<file path="src/rtl/parity_step_counter.sv">
// parity_step_counter: up/down counter that walks through odd or even values.
// Each enabled step moves to the next value of the selected parity in the
// direction of travel: +/-2 when already aligned, +/-1 to realign. Synchronous
// load and synchronous active-high reset. tc flags a step that crossed the
// 2^WIDTH boundary.
// Build option: define PSC_SATURATE_EN to clamp at the parity extremes
// instead of wrapping (tc then marks every clamped step).
module parity_step_counter #(
    parameter int                 WIDTH   = 8,
    parameter logic [WIDTH-1:0]   RST_VAL = {WIDTH{1'b0}}
) (
    input  logic             clk,
    input  logic             rst,
    input  logic             en,
    input  logic             load,
    input  logic [WIDTH-1:0] load_val,
    input  logic             ud,
    input  logic             oe,
    output logic [WIDTH-1:0] out,
    output logic             tc
);

    localparam logic [WIDTH:0] STEP_ONE = {{WIDTH{1'b0}}, 1'b1};
    localparam logic [WIDTH:0] STEP_TWO = {{(WIDTH-1){1'b0}}, 2'b10};

`ifdef PSC_SATURATE_EN
    localparam logic [WIDTH-1:0] MAX_ODD  = {WIDTH{1'b1}};
    localparam logic [WIDTH-1:0] MAX_EVEN = {{(WIDTH-1){1'b1}}, 1'b0};
    localparam logic [WIDTH-1:0] MIN_ODD  = {{(WIDTH-1){1'b0}}, 1'b1};
    localparam logic [WIDTH-1:0] MIN_EVEN = {WIDTH{1'b0}};
`endif

    // Step size: 2 keeps an aligned value on its parity, 1 realigns it.
    function automatic logic [WIDTH:0] step_size(input logic lsb, input logic odd_sel);
        logic [WIDTH:0] s;
        if (lsb == odd_sel) begin
            s = STEP_TWO;
        end else begin
            s = STEP_ONE;
        end
        return s;
    endfunction

    logic [WIDTH-1:0] out_r;
    logic             tc_r;
    logic [WIDTH-1:0] out_next_s;
    logic             tc_next_s;
    logic [WIDTH:0]   step_s;
    logic [WIDTH:0]   up_sum_s;
    logic [WIDTH:0]   dn_diff_s;
    logic [WIDTH-1:0] raw_s;
    logic             wrap_s;

    assign out = out_r;
    assign tc  = tc_r;

    // Candidate step in both directions; the extra MSB is carry / borrow.
    always_comb begin
        step_s    = step_size(out_r[0], oe);
        up_sum_s  = {1'b0, out_r} + step_s;
        dn_diff_s = {1'b0, out_r} - step_s;
        if (ud) begin
            raw_s  = up_sum_s[WIDTH-1:0];
            wrap_s = up_sum_s[WIDTH];
        end else begin
            raw_s  = dn_diff_s[WIDTH-1:0];
            wrap_s = dn_diff_s[WIDTH];
        end
    end

    // Next-state selection with priority load > en > hold (reset in the register).
    always_comb begin
        out_next_s = out_r;
        tc_next_s  = 1'b0;
        if (load) begin
            out_next_s = load_val;
            tc_next_s  = 1'b0;
        end else if (en) begin
`ifdef PSC_SATURATE_EN
            if (wrap_s) begin
                case ({ud, oe})
                    2'b11:   out_next_s = MAX_ODD;
                    2'b10:   out_next_s = MAX_EVEN;
                    2'b01:   out_next_s = MIN_ODD;
                    2'b00:   out_next_s = MIN_EVEN;
                    default: out_next_s = MIN_EVEN;
                endcase
            end else begin
                out_next_s = raw_s;
            end
`else
            out_next_s = raw_s;
`endif
            tc_next_s = wrap_s;
        end else begin
            out_next_s = out_r;
            tc_next_s  = 1'b0;
        end
    end

    // Output registers with synchronous active-high reset.
    always_ff @(posedge clk) begin
        if (rst) begin
            out_r <= RST_VAL;
            tc_r  <= 1'b0;
        end else begin
            out_r <= out_next_s;
            tc_r  <= tc_next_s;
        end
    end

endmodule

</file>
<file path="config.mk">
export PLATFORM = sky130hd
export DESIGN_NAME = parity_step_counter
export DESIGN_NICKNAME = d
export VERILOG_FILES = /design/src/rtl/parity_step_counter.sv
export SDC_FILE = /design/constraint.sdc
export NUM_CORES = 1
export LEC_CHECK = 0
export CORE_MARGIN = 2
export CORE_UTILIZATION = 47
export CTS_BUF_LIST = sky130_fd_sc_hd__clkbuf_8
export CTS_CLUSTER_SIZE = 12
export DETAILED_ROUTE_END_ITERATION = 7
export PLACE_DENSITY = 0.8
export SYNTH_ARGS = -nofsm -noshare
export SYNTH_HDL_FRONTEND = slang
export SYNTH_SLANG_ARGS = --single-unit
</file>
<file path="constraint.sdc">
create_clock -name clk -period 2.8 [get_ports clk]
set_clock_uncertainty 0.05 [all_clocks]
set_input_delay 0.7 -clock clk [delete_from_list [all_inputs] [get_ports clk]]
set_output_delay 0.7 -clock clk [all_outputs]
set_load 0.01 [all_outputs]
</file>
==> results of run 1 <==
layout by cell type, fill, tap and decap left out, types with 4 or more instances in the layout:
cell type / instances
a211oi_1: 4
buf_4: 10
clkdlybuf4s50_1: 22
dfxtp_1: 9
inv_1: 8
nand2_1: 5
nor2_1: 7
logic make-up (layout without fill, tap and decap cells):
family | Yosys count | in the layout | synth area share (%)
compound gates | 22 | 22 | 22.9
buf+inv | 13 | 44 | 7.59
xor+xnor | 3 | 3 | 3.54
fa+ha+maj | 6 | 6 | 12.1
simple gates | 34 | 34 | 26.6
flops | 9 | 9 | 24.3
mux | 2 | 2 | 2.87
layout make-up:
type / instances / area (um^2) / area share [%]
clock inverters: 1 / 3.75 / 0.334
inverters: 8 / 30.0 / 2.68
repair buffers: 32 / 295 / 26.3
clock buffers: 3 / 41.3 / 3.68
multi-input cells: 67 / 552 / 49.2
flip-flops and latches: 9 / 180 / 16.1
well taps: 16 / 20.0 / 1.78
worst max-delay path by stage:
stage,start,endpoint,slack (ns)
after floorplan,oe,out[5],0.23
after global placement,oe,out[5],-0.22
after detailed placement,oe,out[5],-0.30
after CTS,oe,out[5],0.009
after global routing,oe,out[5],0.01
final,oe,out[5],0.08
registers in the layout, indices dropped and copies added (netlist names):
name and flops:
out 8, tc 1
worst max-delay path, cell delays in order:
cell,delay (ns)
clkdlybuf4s50_1,0.47
inv_1,0.06
ha_4,0.27
inv_2,0.06
ha_4,0.21
nor2b_2,0.16
or4_4,0.44
a2111oi_4,0.34
nand3b_1,0.14
through the flow:
step	util (%)	area [um^2]	hold slack, ns	setup TNS [ns]
3_5_place_dp	69.2	1030	0.474	-1.07
6_report	75.4	1120	0.486	0
2_1_floorplan	-	742	0.486	0
5_1_grt	75.4	1120	0.521	0
4_1_cts	73.9	1100	0.481	0
3_3_place_gp	69.2	1030	0.474	-0.822
power by group through the flow:
stage,combinational [mW],sequential [mW],clock [mW]
6_report,0.162,0.156,0.153
5_1_grt,0.175,0.157,0.161
4_1_cts,0.156,0.155,0.153
3_5_place_dp,0.150,0.156,0
3_3_place_gp,0.145,0.155,0
2_1_floorplan,0.0759,0.158,0
per-layer routing:
layer / track usage [%] / vias to the layer above / wire (um)
met4: 16.4 / 0 / 65
met5: 0 / - / 0
met2: 38.8 / 41 / 1050
met1: 30.3 / 387 / 845
li1: - / 386 / -
met3: 5.00 / 7 / 145
repair_timing:
action	in CTS	in global routing
pin swaps	1	0
buffers inserted	0	0
setup endpoints to repair	1	3
resized for setup	3	4
==> run summary, run 1 <==
Status - finished, final reports clean
Synth top area share - 24.3%
Leak - 0.453 nW
Crit. End Element - flip-flop
First-pass GRT wire length - 3400 um
Vias in the first global route - 758
R2r worst-path depth - 7
Post-synthesis sequential area ratio - 24.3%
Netlist Area Pre-Place - 742 um^2
Cells after Synth - 89
Clock share of power - 32.5%
Placeable Area - 0.00149 mm^2
Die extent in y - 43.7 um
P&R area growth vs syn - 51.3%
1st-pass router iterations - 4
CTS buffer count - 3
Dominant cells by area after synthesis - dfxtp_1 (24%), ha_1 (6.7%), fa_1 (5.4%), a211oi_1 (5.1%), inv_1 (4.0%)
# fillers - 110
CP arrival - 2.85 ns
FF-to-FF setup slack - 0.66 ns
Gate power share - 34.5%
Post-synth top cells - dfxtp_1 (9), inv_1 (8), nor2_1 (7)
Initial antenna violation count - 0
Final worst path period share - 97.1%
DR vias/cell - 6.04
# port buffers - 22
EDFF count, synth - 0
Reg2Reg Launch Point - out[0]
Setup violators final - 0
Antenna-violating nets left - 0
Root buffer cell - clkbuf_8
Max_cap viols - 0
Sw frac - 30.9%
Die area - 0.00191 mm^2
CTS max path bufs - 2
Vias - 821
Final Critical Period - 2.72 ns
Most common cell in the netlist - dfxtp_1
Share of layout cells above drive strength 1 - 19.2%
Dominant cell type by area after synthesis - dfxtp_1
Fmax - 368 MHz
Pwr Total - 0.471 mW
Top_reg_cell synth - dfxtp_1
Critical Path RT - 2.93 ns
Dpl hpwl - 1560 um
Internal cell power - 0.325 mW
WS Path Type - in2reg
Ports - 23
FF+latch count, synth - 9
RSZ-0062 raised after global routing - no
Post-Place Setup Slack - -0.304 ns
Synth warnings - 0
Htree depth - 1
Worst Hold Launch - out[7]
Endpoints failing hold - 0
CTS tree - yes
Post-Layout Cell Count - 136
Clk_lat worst skew - 0.24 ns
Cts hold-fix bufs - 0
Worst-path fanout max - 3
Pwr dens - 420 mW/mm^2
Yosys cell types - 39
Largest net degree at the start of global routing - 12
Diode count - 0
Post-layout nets - 141
Post-Route WL - 2110 um
Worst hold path class - reg2reg
Critical path startpoint category - input pin
Switching pwr - 0.146 mW
Slew Viols, Final - 0
Worst-Margin Slew - 0.497 ns
Worst Setup Slack, final - 0.0807 ns
Tot GR Track Use - 24.7%
Die width - 43.7 um
Routability cong. - 0.810
Drt wl/cell - 15.5 um
Ys async rst share - 0%
# rows - 14
Gr ovfl total - 0
WHS Path Cells - 2
Peak VDD IR - 0.489 mV
Syn Nets - 109
Mean Syn Cell Area - 8.34 um^2
Worst relative slew slack - 66.6%
Hold Crit Endpoint - tc
Clock transition at path regs - 0.05 ns
CTS sink cnt - 9
Starting DRT DRC Count - 27
# placed instances - 132
Share of total power in sequential cells - 33.1%
Post-route DRC - 0
Initial core utilization - 49.8%
R2r endpoint - out[5]
Power figures use the tool's default switching activity.
==> inputs of run 2 (changes only) <==
Settings changed: CAP_MARGIN from default to 0, GPL_ROUTABILITY_DRIVEN from default to 0.
==> results of run 2 <==
Final layout, timing and power as in run 1 (identical DEF).
==> inputs of run 3 (changes only) <==
Settings changed: CELL_PAD_IN_SITES_DETAIL_PLACEMENT from default to 1, CELL_PAD_IN_SITES_GLOBAL_PLACEMENT from default to 1, CORE_UTILIZATION 47 to 34, PLACE_DENSITY 0.8 to default, PLACE_DENSITY_LB_ADDON from default to 0.1.
==> run 3 against run 2 <==
Compared with the run above: critical path depth stayed put; count of clock-buffer cells in the layout unchanged; fmax up 10%; combinational power grew 3%; critical path type unchanged; largest cell class unchanged.
==> run summary, run 3 (synthesized netlist as in run 1, its figures left out) <==
1st-pass router iterations - 4
# port buffers - 22
Internal cell power - 0.326 mW
Critical Path RT - 2.92 ns
WHS Path Cells - 2
Reg2Reg Launch Point - out[0]
Dpl hpwl - 1910 um
Most used cell, CP - inv_2
# rows - 16
Most common library cell in the layout ignoring fill and taps - clkdlybuf4s50_1
R2r worst-path depth - 7
Cts hold-fix bufs - 0
DP Area - 0.00106 mm^2
Diode count - 0
# fillers - 239
Design Area, Final - 0.00115 mm^2
WS Path Type - in2reg
Leak - 0.473 nW
Peak VDD IR - 0.287 mV
Clock transition at path regs - 0.05 ns
Slew Viols, Final - 0
Max reg flops - 8
Critical path startpoint category - input pin
First-pass GRT wire length - 4280 um
Multi-input logic area - 544 um^2
RSZ-0062 raised after global routing - no
CTS tree - yes
Pwr dens - 417 mW/mm^2
Clk_lat worst skew - 0.24 ns
Crit. End Element - flip-flop
Worst hold path class - reg2reg
Vias - 815
Drt wl/cell - 16.8 um
Register area - 180 um^2
P&R area growth vs syn - 54.5%
Antenna-violating nets left - 0
Most frequent cells in the layout - clkdlybuf4s50_1 (21), buf_4 (12), dfxtp_1 (9)
Status - finished, final reports clean
CP max stage cell - or4_4
# placed instances - 145
CTS max path bufs - 2
Share of total power in sequential cells - 32.6%
Die width - 50.7 um
DR vias/cell - 5.47
Final core occ - 57.3%
Worst relative slew slack - 60.6%
Final Critical Period - 2.47 ns
Worst Hold Launch - out[7]
Post-Layout Cell Count - 149
Final worst path period share - 88.2%
CP arrival - 2.59 ns
Starting DRT DRC Count - 11
Clock share of power - 32.4%
Max_cap viols - 0
Hold slack - 0.497 ns
Initial antenna violation count - 0
Initial core utilization - 37.1%
Die area - 0.00257 mm^2
Critical path's largest stage delay - 0.51 ns
Die extent in y - 50.7 um
Htree depth - 1
Endpoints failing hold - 0
Setup TNS - 0 ns
Gr ovfl total - 0
CTS sink cnt - 9
Post-layout nets - 143
R2r endpoint - out[5]
FF-to-FF setup slack - 0.60 ns
Sw frac - 31.8%
Setup violators final - 0
Post-route DRC - 0
Worst-path fanout max - 3
Placeable Area - 0.00200 mm^2
Root buffer cell - clkbuf_8
Largest net degree at the start of global routing - 10
Worst-Margin Slew - 0.585 ns
Post-Route WL - 2510 um
Share of layout cells above drive strength 1 - 21.3%
Gate power share - 35.0%
Switching pwr - 0.152 mW
Ports - 23
Tot GR Track Use - 22.2%
CTS buffer count - 3
Vias in the first global route - 881
Hold Crit Endpoint - tc
Fmax - 405 MHz
Crit-path cells - dlymetal6s2s_1 > inv_2 > ha_4 > inv_2 > ha_1 > nor2b_2 > or4_4 > a2111oi_4 > nand3b_1
## run 3: cell types whose count changed in the layout (fill, tap and decap cells not counted)
cell,before,now
ha_1,2,3
a2111oi_1,1,0
dlymetal6s2s_1,0,1
inv_2,1,2
a2111oi_0,0,1
ha_4,2,1
inv_1,8,7
nor4_1,2,1
buf_4,10,12
clkdlybuf4s50_1,22,21
nor4_2,0,1
## run 3: layout make-up
cell class,instances,share of cell area (%)
clock buffer,3,3.60
clock inverter,1,0.328
inverter,8,2.62
multi-input combinational,67,47.5
sequential,9,15.7
tap,27,2.95
timing repair buffer,34,27.3
## run 3: power groups by stage
| stage | Sequential [mW] | Combinational [mW] | Clock (mW) |
|---|---|---|---|
| finish | 0.156 | 0.167 | 0.155 |
| global route | 0.157 | 0.182 | 0.164 |
| CTS | 0.155 | 0.162 | 0.157 |
| detailed placement | 0.157 | 0.156 | 0 |
| global placement | 0.155 | 0.150 | 0 |
| floorplan | 0.158 | 0.0759 | 0 |
## run 3: what timing repair did
action | 4_1_cts | 5_1_grt
gates resized for setup | 4 | 4
endpoints found under the setup margin | 3 | 5
pin swaps | 0 | 2
setup buffers | 0 | 0
## run 3: worst max path at each step
stage | start | endpoint
floorplan | oe | out[5]
global placement | oe | out[5]
detailed placement | oe | out[5]
CTS | oe | out[5]
global route | oe | out[5]
finish | oe | out[5]
## run 3: metrics by stage
stage	power, mW	setup slack [ns]
2_1_floorplan	0.233	0.234
3_5_place_dp	0.312	-0.361
3_3_place_gp	0.305	-0.246
5_1_grt	0.503	0.243
6_report	0.478	0.331
4_1_cts	0.474	-0.0253
## run 3: routing by layer
| metal | up-vias | global-route usage (%) | routed length, um |
|---|---|---|---|
| li1 | 394 | - | - |
| met1 | 398 | 28.6 | 1240 |
| met2 | 17 | 37.5 | 1170 |
| met3 | 6 | 3.87 | 55 |
| met4 | 0 | 7.21 | 44 |
| met5 | - | 0 | 0 |
## run 3: critical path, delay by kind of cell
kind | cells | cell delay (ns)
AO/OA/AOI/OAI | 1 | 0.29
adder cells (fa/ha/maj) | 2 | 0.54
buffers and inverters | 3 | 0.23
AND/OR/NAND/NOR | 3 | 0.83
